<file path="config.mk">
export PLATFORM = sky130hd
export DESIGN_NAME = transport_tx_sched
export DESIGN_NICKNAME = d
export VERILOG_FILES = /design/src/rtl/transport_pkg.sv /design/src/rtl/transport_tx_sched.sv
export SDC_FILE = /design/constraint.sdc
export NUM_CORES = 1
export LEC_CHECK = 0
export CAP_MARGIN = 15
export CORE_MARGIN = 1
export CORE_UTILIZATION = 40
export CTS_BUF_LIST = sky130_fd_sc_hd__clkbuf_16
export DETAILED_ROUTE_END_ITERATION = 16
export PLACE_DENSITY_LB_ADDON = 0.3
export SLEW_MARGIN = 20
export SYNTH_ARGS = -nofsm -noshare
export SYNTH_HDL_FRONTEND = slang
export SYNTH_SLANG_ARGS = --single-unit
</file>
<file path="constraint.sdc">
create_clock -name clk -period 3.1 [get_ports clk]
set_input_delay 0.62 -clock clk [delete_from_list [all_inputs] [get_ports clk]]
set_output_delay 0.62 -clock clk [all_outputs]
set_load 0.005 [all_outputs]
</file>
<file path="src/rtl/transport_pkg.sv">
// Shared transport-layer constants: packet header bytes, pad byte and the
// transmit scheduler state encoding. The receive path uses the same headers.
package transport_pkg;

   localparam logic [7:0] HDR_CTRL  = 8'h40;
   localparam logic [7:0] HDR_AUDIO = 8'h80;
   localparam logic [7:0] PAD_BYTE  = 8'h00;

   typedef logic [3:0] state_t;

   localparam state_t S_IDLE      = 4'd0;
   localparam state_t S_HDR       = 4'd1;
   localparam state_t S_CTRL_HI   = 4'd2;
   localparam state_t S_CTRL_LO   = 4'd3;
   localparam state_t S_AUD_FETCH = 4'd4;
   localparam state_t S_AUD_CAP   = 4'd5;
   localparam state_t S_AUD_HI    = 4'd6;
   localparam state_t S_AUD_LO    = 4'd7;
   localparam state_t S_PAD       = 4'd8;

   // Select one byte of a 16-bit word; words go on the wire MSB byte first.
   function automatic logic [7:0] word_byte(input logic [15:0] w, input logic hi);
      logic [7:0] b;
      if (hi) begin
         b = w[15:8];
      end else begin
         b = w[7:0];
      end
      return b;
   endfunction

endpackage

</file>
<file path="src/rtl/transport_tx_sched.sv">
// Transmit packet scheduler: arbitrates between the session control word and
// the audio sample FIFO, and frames each grant as header, payload, zero pad
// to exactly PACKET_BYTES bytes on a single byte stream.
module transport_tx_sched
   import transport_pkg::*;
#(
   parameter int PACKET_BYTES = 16
) (
   input  logic        clk,
   input  logic        reset,
   input  logic        ctrl_req,
   input  logic [15:0] ctrl_data,
   output logic        ctrl_ack,
   input  logic        audio_avail,
   input  logic        audio_empty,
   output logic        audio_rd,
   input  logic [15:0] audio_data,
   input  logic        net_busy,
   output logic [7:0]  byte_out,
   output logic        byte_valid,
   output logic        pkt_start,
   output logic        pkt_end,
   output logic        underflow
);

   localparam int AUDIO_WORDS = (PACKET_BYTES - 1) / 2;
   localparam int CNT_W       = $clog2(PACKET_BYTES + 1);
   localparam int WORD_W      = $clog2(AUDIO_WORDS + 1);

   // Index of the final byte of a packet; byte_cnt holds the index of the
   // byte currently presented, since it counts bytes already emitted.
   localparam logic [CNT_W-1:0]  LAST_IDX   = CNT_W'(PACKET_BYTES - 1);
   localparam logic [WORD_W-1:0] WORDS_FULL = WORD_W'(AUDIO_WORDS);

   state_t             state, state_n;
   logic [CNT_W-1:0]   byte_cnt, byte_cnt_n, cnt_inc;
   logic [WORD_W-1:0]  word_cnt, word_cnt_n;
   logic [15:0]        word_reg, word_n;
   logic [15:0]        ctrl_reg, ctrl_n;
   logic               last_ctrl, last_ctrl_n;
   logic               empty_hit, empty_hit_n;
   logic               pend, pend_n;
   logic [7:0]         byte_n;
   logic               start_n, end_n, ack_n, rd_n, uf_n;

   // The byte, start and end flags are registered; the backpressure gate is
   // the only combinational term, so nothing is presented while net_busy is high.
   assign byte_valid = pend & ~net_busy;

   // Next-state, counter and output-register computation.
   always_comb begin
      state_n     = state;
      byte_cnt_n  = byte_cnt;
      word_cnt_n  = word_cnt;
      word_n      = word_reg;
      ctrl_n      = ctrl_reg;
      last_ctrl_n = last_ctrl;
      empty_hit_n = empty_hit;
      pend_n      = pend;
      byte_n      = byte_out;
      start_n     = pkt_start;
      end_n       = pkt_end;
      ack_n       = 1'b0;
      rd_n        = 1'b0;
      uf_n        = underflow;
      cnt_inc     = byte_cnt + CNT_W'(1);

      case (state)
         S_IDLE: begin
            byte_cnt_n = {CNT_W{1'b0}};
            word_cnt_n = {WORD_W{1'b0}};
            start_n    = 1'b0;
            end_n      = 1'b0;
            // Control wins unless it also sent the previous packet and audio waits.
            if (ctrl_req && !(last_ctrl && audio_avail)) begin
               state_n     = S_HDR;
               ctrl_n      = ctrl_data;
               ack_n       = 1'b1;
               last_ctrl_n = 1'b1;
               pend_n      = 1'b1;
               byte_n      = HDR_CTRL;
               start_n     = 1'b1;
            end else if (audio_avail) begin
               state_n     = S_HDR;
               last_ctrl_n = 1'b0;
               pend_n      = 1'b1;
               byte_n      = HDR_AUDIO;
               start_n     = 1'b1;
            end else begin
               pend_n      = 1'b0;
            end
         end

         S_HDR: begin
            if (!net_busy) begin
               byte_cnt_n = cnt_inc;
               start_n    = 1'b0;
               // last_ctrl was just updated by the grant, so it names this packet's kind.
               if (last_ctrl) begin
                  state_n = S_CTRL_HI;
                  byte_n  = word_byte(ctrl_reg, 1'b1);
                  end_n   = (cnt_inc == LAST_IDX);
               end else begin
                  state_n = S_AUD_FETCH;
                  pend_n  = 1'b0;
                  rd_n    = 1'b1;
                  end_n   = 1'b0;
               end
            end else begin
               state_n = state;
            end
         end

         S_CTRL_HI: begin
            if (!net_busy) begin
               byte_cnt_n = cnt_inc;
               state_n    = S_CTRL_LO;
               byte_n     = word_byte(ctrl_reg, 1'b0);
               end_n      = (cnt_inc == LAST_IDX);
            end else begin
               state_n = state;
            end
         end

         S_CTRL_LO: begin
            if (!net_busy) begin
               byte_cnt_n = cnt_inc;
               if (byte_cnt == LAST_IDX) begin
                  state_n = S_IDLE;
                  pend_n  = 1'b0;
                  end_n   = 1'b0;
               end else begin
                  state_n = S_PAD;
                  byte_n  = PAD_BYTE;
                  end_n   = (cnt_inc == LAST_IDX);
               end
            end else begin
               state_n = state;
            end
         end

         S_AUD_FETCH: begin
            // audio_rd is high this cycle; remember whether the FIFO was empty.
            empty_hit_n = audio_empty;
            uf_n        = underflow | audio_empty;
            word_cnt_n  = word_cnt + WORD_W'(1);
            state_n     = S_AUD_CAP;
         end

         S_AUD_CAP: begin
            if (empty_hit) begin
               word_n = 16'h0000;
            end else begin
               word_n = audio_data;
            end
            state_n = S_AUD_HI;
            pend_n  = 1'b1;
            byte_n  = word_byte(word_n, 1'b1);
            end_n   = (byte_cnt == LAST_IDX);
         end

         S_AUD_HI: begin
            if (!net_busy) begin
               byte_cnt_n = cnt_inc;
               state_n    = S_AUD_LO;
               byte_n     = word_byte(word_reg, 1'b0);
               end_n      = (cnt_inc == LAST_IDX);
            end else begin
               state_n = state;
            end
         end

         S_AUD_LO: begin
            if (!net_busy) begin
               byte_cnt_n = cnt_inc;
               if (word_cnt != WORDS_FULL) begin
                  state_n = S_AUD_FETCH;
                  pend_n  = 1'b0;
                  rd_n    = 1'b1;
                  end_n   = 1'b0;
               end else if (byte_cnt == LAST_IDX) begin
                  state_n = S_IDLE;
                  pend_n  = 1'b0;
                  end_n   = 1'b0;
               end else begin
                  state_n = S_PAD;
                  byte_n  = PAD_BYTE;
                  end_n   = (cnt_inc == LAST_IDX);
               end
            end else begin
               state_n = state;
            end
         end

         S_PAD: begin
            if (!net_busy) begin
               byte_cnt_n = cnt_inc;
               if (byte_cnt == LAST_IDX) begin
                  state_n = S_IDLE;
                  pend_n  = 1'b0;
                  end_n   = 1'b0;
               end else begin
                  byte_n  = PAD_BYTE;
                  end_n   = (cnt_inc == LAST_IDX);
               end
            end else begin
               state_n = state;
            end
         end

         default: begin
            state_n = S_IDLE;
            pend_n  = 1'b0;
            start_n = 1'b0;
            end_n   = 1'b0;
         end
      endcase
   end

   // State, counters, data registers and registered outputs.
   always_ff @(posedge clk) begin
      if (reset) begin
         state     <= S_IDLE;
         byte_cnt  <= {CNT_W{1'b0}};
         word_cnt  <= {WORD_W{1'b0}};
         word_reg  <= 16'h0000;
         ctrl_reg  <= 16'h0000;
         last_ctrl <= 1'b0;
         empty_hit <= 1'b0;
         pend      <= 1'b0;
         byte_out  <= 8'h00;
         pkt_start <= 1'b0;
         pkt_end   <= 1'b0;
         ctrl_ack  <= 1'b0;
         audio_rd  <= 1'b0;
         underflow <= 1'b0;
      end else begin
         state     <= state_n;
         byte_cnt  <= byte_cnt_n;
         word_cnt  <= word_cnt_n;
         word_reg  <= word_n;
         ctrl_reg  <= ctrl_n;
         last_ctrl <= last_ctrl_n;
         empty_hit <= empty_hit_n;
         pend      <= pend_n;
         byte_out  <= byte_n;
         pkt_start <= start_n;
         pkt_end   <= end_n;
         ctrl_ack  <= ack_n;
         audio_rd  <= rd_n;
         underflow <= uf_n;
      end
   end

endmodule

</file>
# After elaboration in Yosys (flattened, before gate mapping)
# Cells that the tools add are included.
# totals
ff_bits,52
in_bits,38
out_inout_bits,14
wordCells,125
# op_classes
n_addsub,2
eq_ne,25
muxes,55
bitwise_logic,7
n_reduce_logical,22
# op_table
cell,count
two-way mux 8 bit,10
one-hot mux 8 bit (7 select lines),1
two-way mux 4 bit,11
one-hot mux 4 bit (9 select lines),1
"!= test 2 bit, second input constant",13
two-way mux 1 bit,23
"equality test 4 x 3 -> 1 bit, second input constant",4
two-way mux 16 bit,1
one-hot mux 1 bit (6 select lines),2
"equality test 5 x 4 -> 1 bit, second input constant",2
one-hot mux 5 bit (2 select lines),1
AND reduction 5 bit,2
AND reduction 9 bit,1
"equality test 4 x 2 -> 1 bit, second input constant",2
AND reduction 2 bit,4
AND reduction 8 bit,1
nonzero test 7 bit,1
OR reduction 7 bit,1
"!= test 3 bit, second input constant",2
one-hot mux 3 bit (2 select lines),1
nonzero test 2 bit,3
OR reduction 2 bit,3
OR reduction 6 bit,1
"adder 5 x 1 -> 5 bit, second input constant",1
other kinds (14),19

# Logic depth before layout (Yosys ltp)
# Gate-level depths: netlist of run 1.
# logic_depth
word_depth,6
mapped_depth,9
mapped_depth_nobuf,8

# Least setup slack after synthesis of run 1
# No wires, ideal clock.
# synth_path
kind,reg-to-reg
start,register byte_cnt[0]
end,register byte_out[4]
setup_ns,0.080
arrival_ns,2.068
required_time_ns,3.020
path_slack_ns,0.952
path_stages_with_launch,10
n_path_buf,1
cell_sequence,dfxtp_1 -> ha_1 -> and3_1 -> ha_1 -> and3_1 -> a221o_1 -> a221oi_4 -> buf_6 -> nor2_1 -> a211oi_2
# synth_via
elab_chain_len,5
elab_cells_between_ends,6
cone_classes,1 x eq/ne; 5 x mux
# synth_lines
item,line_no,text
start: declaration,transport_tx_sched.sv:36,"logic [CNT_W-1:0] byte_cnt, byte_cnt_n, cnt_inc;"
start signal: assignment,transport_tx_sched.sv:224,byte_cnt <= {CNT_W{1'b0}};
start signal: assignment,transport_tx_sched.sv:239,byte_cnt <= byte_cnt_n;
equality test 5 x 4 -> 1 bit *,"transport_tx_sched.sv:128, transport_tx_sched.sv:181, transport_tx_sched.sv:198",
two-way mux 8 bit *,-,
two-way mux 8 bit (2 in series),-,
one-hot mux 8 bit (7 select lines) *,-,
end signal: assignment,transport_tx_sched.sv:246,byte_out <= byte_n;
end: declaration,transport_tx_sched.sv:19,"output logic [7:0] byte_out,"
# Mark *: on every way between the ends. The rest lies on a longest branch, timed or not. The select of a mux whose other input is x is not followed.
# A chain may end at the register's enable or synchronous reset.

# Worst setup path after layout of run 1
# layout_path
start,register byte_cnt[1]
end,register byte_out[7]
# The elaborated chain is that of the path after synthesis.

==> results.cfg, run 1 <==
[global_route]
grt_pass1_vias = 2170
busiest_layer = met2
grt_use_met1_pct = 27.9
antenna_found_initial = 0
grt_pass1_wl_um = 10300
grt_max_degree = 29
gr-usage-met3_pct = 4.51
met2_usage_pct = 29.6
grt_overflow_total = 0
grt_util_all_layers_pct = 19.7

[detailed_routing]
post_drt_wl_per_cell_um = 14.7
vias_per_cell = 5.53
wirelength_um = 6410
ant_nets = 0
drc = 0
dr.pass1.iters = 4
via_count = 2409
drt_iter0_drc = 159

[worst_setup_path]
end_kind = register
cp-start-kind = register
cp.arrival_ns = 2.72
path_class = register to register
worstPathRequired_ns = 3.28
cp_max_fo = 16

[clocking]
cts_max_path_buffers = 2
cts_made_buffers = 5
cts.sinks = 52
postCtsSetupRepairBufs = 0
htreeDepth = 2
cts_resized = 0
root_buffer = clkbuf_16
ctsHoldBuffers = 0
tritoncts = yes
clkTransAtPathRegs_ns = 0.07
clk-insertion-delay-late_ns = 0.29

[sta]
holdWs_ns = 0.458
relSlewSlack_pct = 55.9
slew_viol_final = 0
period_share_pct = 81.9
fmax_mhz = 394
worst_pin_slew_ns = 0.661
period_needed_ns = 2.54
setup_tns_ns = 0
rsz0062_at_grt = no
fin_ws_ns = 0.561
hold_viol_final = 0
skew_ns = 0.00677
setup_viol = 0

[logic_synthesis]
synth-seq-area-share_pct = 39.9
synth_ff_type = dfxtp_1
syn-instance-count = 315
syn_area_um2 = 2610
synthTopCellsByArea = dfxtp_1, a21oi_1, nand2_1
ys_seq_elements = 52
synthArstFlopShare_pct = 0
synthTopCellsByCount = dfxtp_1, nand2_1, a21oi_1, nor2_1, clkbuf_1
synth_top_cell_by_area = dfxtp_1
syn_area_per_cell_um2 = 8.28
synth_cell_types = 52
ys_warn_count = 0
yosysMostFrequentCell = dfxtp_1
syn_nets = 358
netlist.area_leader.share_pct = 39.9
synth_edf_count = 0

[floorplanning]
dieHeight_um = 82.8
die-area_um2 = 6850
row_count = 29
core_um2 = 6310
io_pins = 52
start_util_pct = 41.3
die_x_um = 82.8

[layout]
finalInstanceArea_um2 = 3340
nets = 401
largest_register_ffs = 16
synthToLayoutAreaGrowth_pct = 28.2
layout-drive-gt1-share_pct = 7.24
antennaDiodeCount = 0
fill_cells = 627

[placed_design]
dpl_worst_slack_ns = 0.529
portBuffers = 51
gp_congestion = 0.864
placed_area_um2 = 3170
dp_hpwl_um = 4520

[power]
ir_worst_vdd_v = 0.000671
powerDensity_nw_per_um2 = 862
p_leak_nw = 1.21

[flow_run]
drv_cap = 0

[run_status]
outcome = completed

[hold_path]
hold_class = register to register
worst paths after layout:
path | from | end | slack [ns] | cells after the start
worst max-delay path | byte_cnt[1] | byte_out[7] | 0.56 | 8
worst min-delay path | ctrl_reg[11] | ctrl_reg[11] | 0.46 | 2
worst max register to register | byte_cnt[1] | byte_out[7] | 0.56 | 8
worst min register to register | ctrl_reg[11] | ctrl_reg[11] | 0.46 | 2
cell type report:
type	instances	area, um2	area share [%]
sequential	52	1040	31.1
timing repair buffer	61	581	17.4
multi-input combinational	231	1430	42.7
clock inverter	3	46.3	1.38
inverter	7	26.3	0.786
tap	77	96.3	2.88
clock buffer	5	125	3.74
cell families after synthesis:
| kind of cell | share of synthesized area (%) |
|---|---|
| and+or+nand+nor | 22.9 |
| AOI/OAI and AO/OA | 25.4 |
| DFF | 39.9 |
| buffers and inverters | 5.32 |
| muxes | 3.07 |
| adders and majority gates | 2.78 |
| xor gates and xnor gates | 0.672 |
metal layers:
| layer | up-vias | share of wire, % |
|---|---|---|
| met5 | - | 0 |
| met4 | 0 | 1.0 |
| met3 | 7 | 6.7 |
| met2 | 70 | 44 |
| met1 | 1104 | 48 |
| li1 | 1228 | - |
where the power goes:
part	internal (mW)	leakage (nW)	total (mW)	switching (mW)
sequential	0.826	0.424	0.940	0.114
combinational	0.574	0.708	1.30	0.727
clock	0.384	0.0804	0.640	0.256
total	1.78	1.21	2.88	1.10
layout by cell type, fill, tap and decap left out, types with 7 or more instances in the layout:
| cell type | n |
|---|---|
| a221oi_1 | 7 |
| buf_4 | 10 |
| mux2i_1 | 8 |
| clkdlybuf4s50_1 | 50 |
| inv_1 | 7 |
| a22o_1 | 8 |
| a21oi_1 | 36 |
| nand2_1 | 42 |
| dfxtp_1 | 52 |
| nor2_1 | 36 |
| nor3b_1 | 12 |
through the flow:
step / power [mW] / std cells / utilization, %
floorplan: 1.87 / 315 / -
global placement: 2.23 / 428 / 50.3
detailed placement: 2.25 / 428 / 50.3
CTS: 2.89 / 436 / 53.0
global route: 3.08 / 436 / 53.0
finish: 2.88 / 436 / 53.0
critical path, stage by stage (launching register included):
cell and delay (ns):
dfxtp_1 0.34, ha_1 0.23, and3_1 0.20, ha_1 0.26, and3_1 0.21, a221o_1 0.30
a221oi_4 0.54, nor3b_1 0.11, a41o_1 0.23
(Power assumes the default switching activity.)
==> run 2: changes to the inputs <==
Clock period 3.1 ns to 2.5 ns, I/O delays scaled along.
==> run 2 against run 1 <==
Total power increased by 26%. Cell area increased by 1.3%. Sequential power increased by 29%. Critical endpoint unchanged. Largest power group unchanged.
==> results.cfg, run 2 (synthesis results as in run 1) <==
[run_status]
outcome = completed

[clocking]
clkTransAtPathRegs_ns = 0.07
cts.sinks = 52
htreeDepth = 2
ctsHoldBuffers = 0
cts_made_buffers = 5
cts_max_path_buffers = 2
clk-insertion-delay-late_ns = 0.29
tritoncts = yes
root_buffer = clkbuf_16

[worst_setup_path]
path_class = register to register
crit_path_max_incr_delay_ns = 0.33
cp_max_fo = 6
cp.arrival_ns = 2.55
end_kind = register
worstPathRequired_ns = 2.68
cp-start-kind = register
path_cells = ha_1 -> and3_1 -> ha_1 -> and3_1 -> a221o_1 -> a221oi_4 -> buf_4 -> nor3b_1 -> a41o_1
path_delay_family = compound AO/OA/AOI/OAI gates
cp_slowest_cell = dfxtp_1
critPathBufInv = 1

[floorplanning]
core_um2 = 6310
die-area_um2 = 6850
row_count = 29
dieHeight_um = 82.8
io_pins = 52
start_util_pct = 41.3
die_x_um = 82.8

[sta]
setup_tns_ns = 0
setup_viol = 0
worst_pin_slew_ns = 0.811
fin_ws_ns = 0.137
fmax_mhz = 423
hold_viol_final = 0
slew_viol_final = 0
relSlewSlack_pct = 45.5
period_needed_ns = 2.36
period_share_pct = 94.5
rsz0062_at_grt = no
skew_ns = 0.00481
holdWs_ns = 0.455

[detailed_routing]
ant_nets = 0
post_drt_wl_per_cell_um = 14.8
dr.pass1.iters = 4
wirelength_um = 6580
drt_iter0_drc = 145
via_count = 2480
drc = 0
vias_per_cell = 5.59

[global_route]
grt_util_all_layers_pct = 20.5
grt_max_degree = 30
grt_pass1_wl_um = 10500
grt_overflow_total = 0
antenna_found_initial = 0
grt_pass1_vias = 2091

[placed_design]
portBuffers = 51
dpl_worst_slack_ns = 0.121
placed_area_um2 = 3220
dp_hpwl_um = 4670
gp_congestion = 0.822
placed_cells = 434

[layout]
synthToLayoutAreaGrowth_pct = 29.9
utilization_pct = 53.7
nets = 409
finalInstanceArea_um2 = 3390
largest_register_ffs = 16
fin_cells = 444
antennaDiodeCount = 0
layout_common_cells = dfxtp_1, clkdlybuf4s50_1, nand2_1
layout-drive-gt1-share_pct = 9.54
layout_commonest_cell = dfxtp_1

[power]
finalPower_mw = 3.63
p_leak_nw = 1.24
powerDensity_nw_per_um2 = 1070
ir_worst_vdd_v = 0.000716

[flow_run]
drv_cap = 0

[hold_path]
hold_class = register to register
-- run 2: cell count changes in the layout (fill, tap and decap cells not counted), sizes merged --
cell | previous run | this run
clkinv | 0 | 1
buf | 11 | 19
inv | 8 | 7
bufinv | 1 | 0
clkinvlp | 1 | 2
-- run 2: worst paths after layout --
path	startpoint	to	slack [ns]	depth (start not counted)
setup / recovery	byte_cnt[0]	byte_out[7]	0.14	9
hold / removal	ctrl_reg[15]	ctrl_reg[15]	0.45	2
setup reg to reg	byte_cnt[0]	byte_out[7]	0.14	9
hold reg to reg	ctrl_reg[15]	ctrl_reg[15]	0.45	2
-- run 2: where the power goes --
part           total, mW  switching (mW)  internal, mW
clock              0.685           0.313         0.373
combinational       1.73           0.903         0.828
sequential          1.21           0.186          1.02
-- run 2: layer usage --
layer	up-vias	global-route usage, %	routed length, um
met5	-	0	0
met4	0	5.34	49
met3	4	4.51	457
met2	87	29.3	2890
met1	1151	30.6	3180
li1	1238	-	-
-- run 2: final cells by class --
| class | instances | area, um2 |
|---|---|---|
| Sequential cell | 52 | 1040 |
| Multi-Input combinational cell | 231 | 1430 |
| Tap cell | 77 | 96.3 |
| Clock buffer | 5 | 125 |
| Timing Repair Buffer | 69 | 644 |
| Fill cell | 601 | 2930 |
| Inverter | 7 | 26.3 |
| Clock inverter | 3 | 23.8 |
-- run 2: timing repair --
item | in CTS | in global routing
resized for setup | 0 | 2
setup endpoints to repair | 0 | 6
setup buffers | 0 | 2
-- run 2: tightest hold or removal path, cell delays in order (launching register included) --
cell     delay, ns
dfxtp_1       0.31
nand2_1       0.05
a21oi_1       0.05
==> run 3: changes to the inputs <==
Settings changed: CORE_UTILIZATION 40 to 51, SETUP_SLACK_MARGIN set to 0.02.
==> run 3 against run 2 <==
Register-to-register slack better by 0.12 ns. Non-clock buffer count fell by 5. Sequential cell count unchanged. Total power decreased by 2.0%. Via count grew 1.1%. Combinational power decreased by 3%. Worst hold slack about the same. Worst setup slack improved by 0.12 ns. Final cell count shrank 3.4%. Cell area down 1.2%. Wire length increased by 0.26%. Sequential share of layout area grew 0.37 points. Critical endpoint unchanged. Largest power group unchanged. Highest routed layer unchanged.
==> results.cfg, run 3 (synthesis results as in run 1) <==
[clocking]
tritoncts = yes
htreeDepth = 2
cts.sinks = 52
root_buffer = clkbuf_16
cts_max_path_buffers = 2
clkTransAtPathRegs_ns = 0.07
clk-insertion-delay-late_ns = 0.29
cts_made_buffers = 5

[sta]
period_needed_ns = 2.24
worst_pin_slew_ns = 0.644
holdWs_ns = 0.455
setup_tns_ns = 0
fmax_mhz = 446
slew_viol_final = 0
skew_ns = 0.00519
hold_viol_final = 0
setup_viol = 0
rsz0062_at_grt = no
relSlewSlack_pct = 56.7
period_share_pct = 89.6

[detailed_routing]
dr.pass1.iters = 4
wirelength_um = 6590
post_drt_wl_per_cell_um = 15.4
drc = 0
vias_per_cell = 5.84
via_count = 2507
drt_iter0_drc = 231
ant_nets = 0

[global_route]
grt_overflow_total = 0
grt_pass1_wl_um = 10700
grt_util_all_layers_pct = 26.3
grt_pass1_vias = 2246
antenna_found_initial = 0
grt_max_degree = 34

[floorplanning]
start_util_pct = 54.2
dieHeight_um = 73.5
row_count = 25
core_um2 = 4820
io_pins = 52
die_x_um = 73.5
die-area_um2 = 5410

[layout]
utilization_pct = 69.5
layout_common_cells = dfxtp_1, clkdlybuf4s50_1, nand2_1
fin_cells = 429
layout_commonest_cell = dfxtp_1
fill_cells = 398
layout-drive-gt1-share_pct = 8.84
antennaDiodeCount = 0
nets = 404
synthToLayoutAreaGrowth_pct = 28.3
largest_register_ffs = 16

[worst_setup_path]
worstPathRequired_ns = 2.69
r2r.worst_path.cells = 9
end_kind = register
cp-start-kind = register
cp_max_fo = 16
cp.arrival_ns = 2.43
path_class = register to register

[placed_design]
placed_cells = 421
gp_congestion = 0.898
dp_hpwl_um = 4650
portBuffers = 51

[power]
powerDensity_nw_per_um2 = 1060
p_leak_nw = 1.23
ir_worst_vdd_v = 0.000489

[run_status]
outcome = completed

[hold_path]
hold_class = register to register
whs_path_depth = 2

[flow_run]
drv_cap = 0
-- run 3: area by class of cell --
| cell class | instances | area, um2 | area share [%] |
|---|---|---|---|
| clock buffer | 5 | 125 | 3.74 |
| sequential | 52 | 1040 | 31.1 |
| timing repair buffer | 64 | 607 | 18.1 |
| tap | 67 | 83.8 | 2.50 |
| clock inverter | 3 | 22.5 | 0.673 |
| inverter | 7 | 26.3 | 0.785 |
| multi-input combinational | 231 | 1440 | 43.1 |
-- run 3: power by group --
part	total [mW]	internal, mW	switching (mW)
clock	0.688	0.375	0.313
combinational	1.67	0.763	0.903
sequential	1.20	1.02	0.176
-- run 3: worst max-delay path: stages, from the launching register on --
cell and delay, ns:
dfxtp_1 0.33, ha_1 0.24, and3_1 0.20, ha_2 0.20, and3_1 0.18, a221o_1 0.29, a221oi_4 0.20, buf_6 0.20
nor3b_1 0.07, a41o_1 0.22
-- run 3: per-stage QoR --
| stage | setup WS (ns) | power (mW) | cell area (um2) |
|---|---|---|---|
| floorplan | 0.352 | 2.32 | 2610 |
| global route | 0.0859 | 3.82 | 3350 |
| finish | 0.260 | 3.55 | 3350 |
| detailed placement | 0.158 | 2.83 | 3180 |
| CTS | 0.150 | 3.53 | 3330 |
| global placement | 0.258 | 2.79 | 3180 |
-- run 3: routing by layer --
| layer | track usage [%] | vias to the layer above | part of all wire [%] |
|---|---|---|---|
| met5 | 0 | - | 0 |
| met4 | 8.12 | 0 | 1.7 |
| met3 | 5.49 | 12 | 5.7 |
| met2 | 40.9 | 89 | 47 |
| met1 | 36.5 | 1179 | 46 |
| li1 | - | 1227 | - |
-- run 3: repair_timing --
action | 4_1_cts | 5_1_grt
buffers inserted | 0 | 0
resized for setup | 0 | 4
hold buffers | 0 | 0
endpoints found under the setup margin | 0 | 3
-- run 3: final timing paths --
kind	slack, ns	from	to
max	0.26	byte_cnt[0]	byte_out[7]
min	0.45	ctrl_reg[3]	ctrl_reg[3]
max reg2reg	0.26	byte_cnt[0]	byte_out[7]
min reg2reg	0.45	ctrl_reg[3]	ctrl_reg[3]
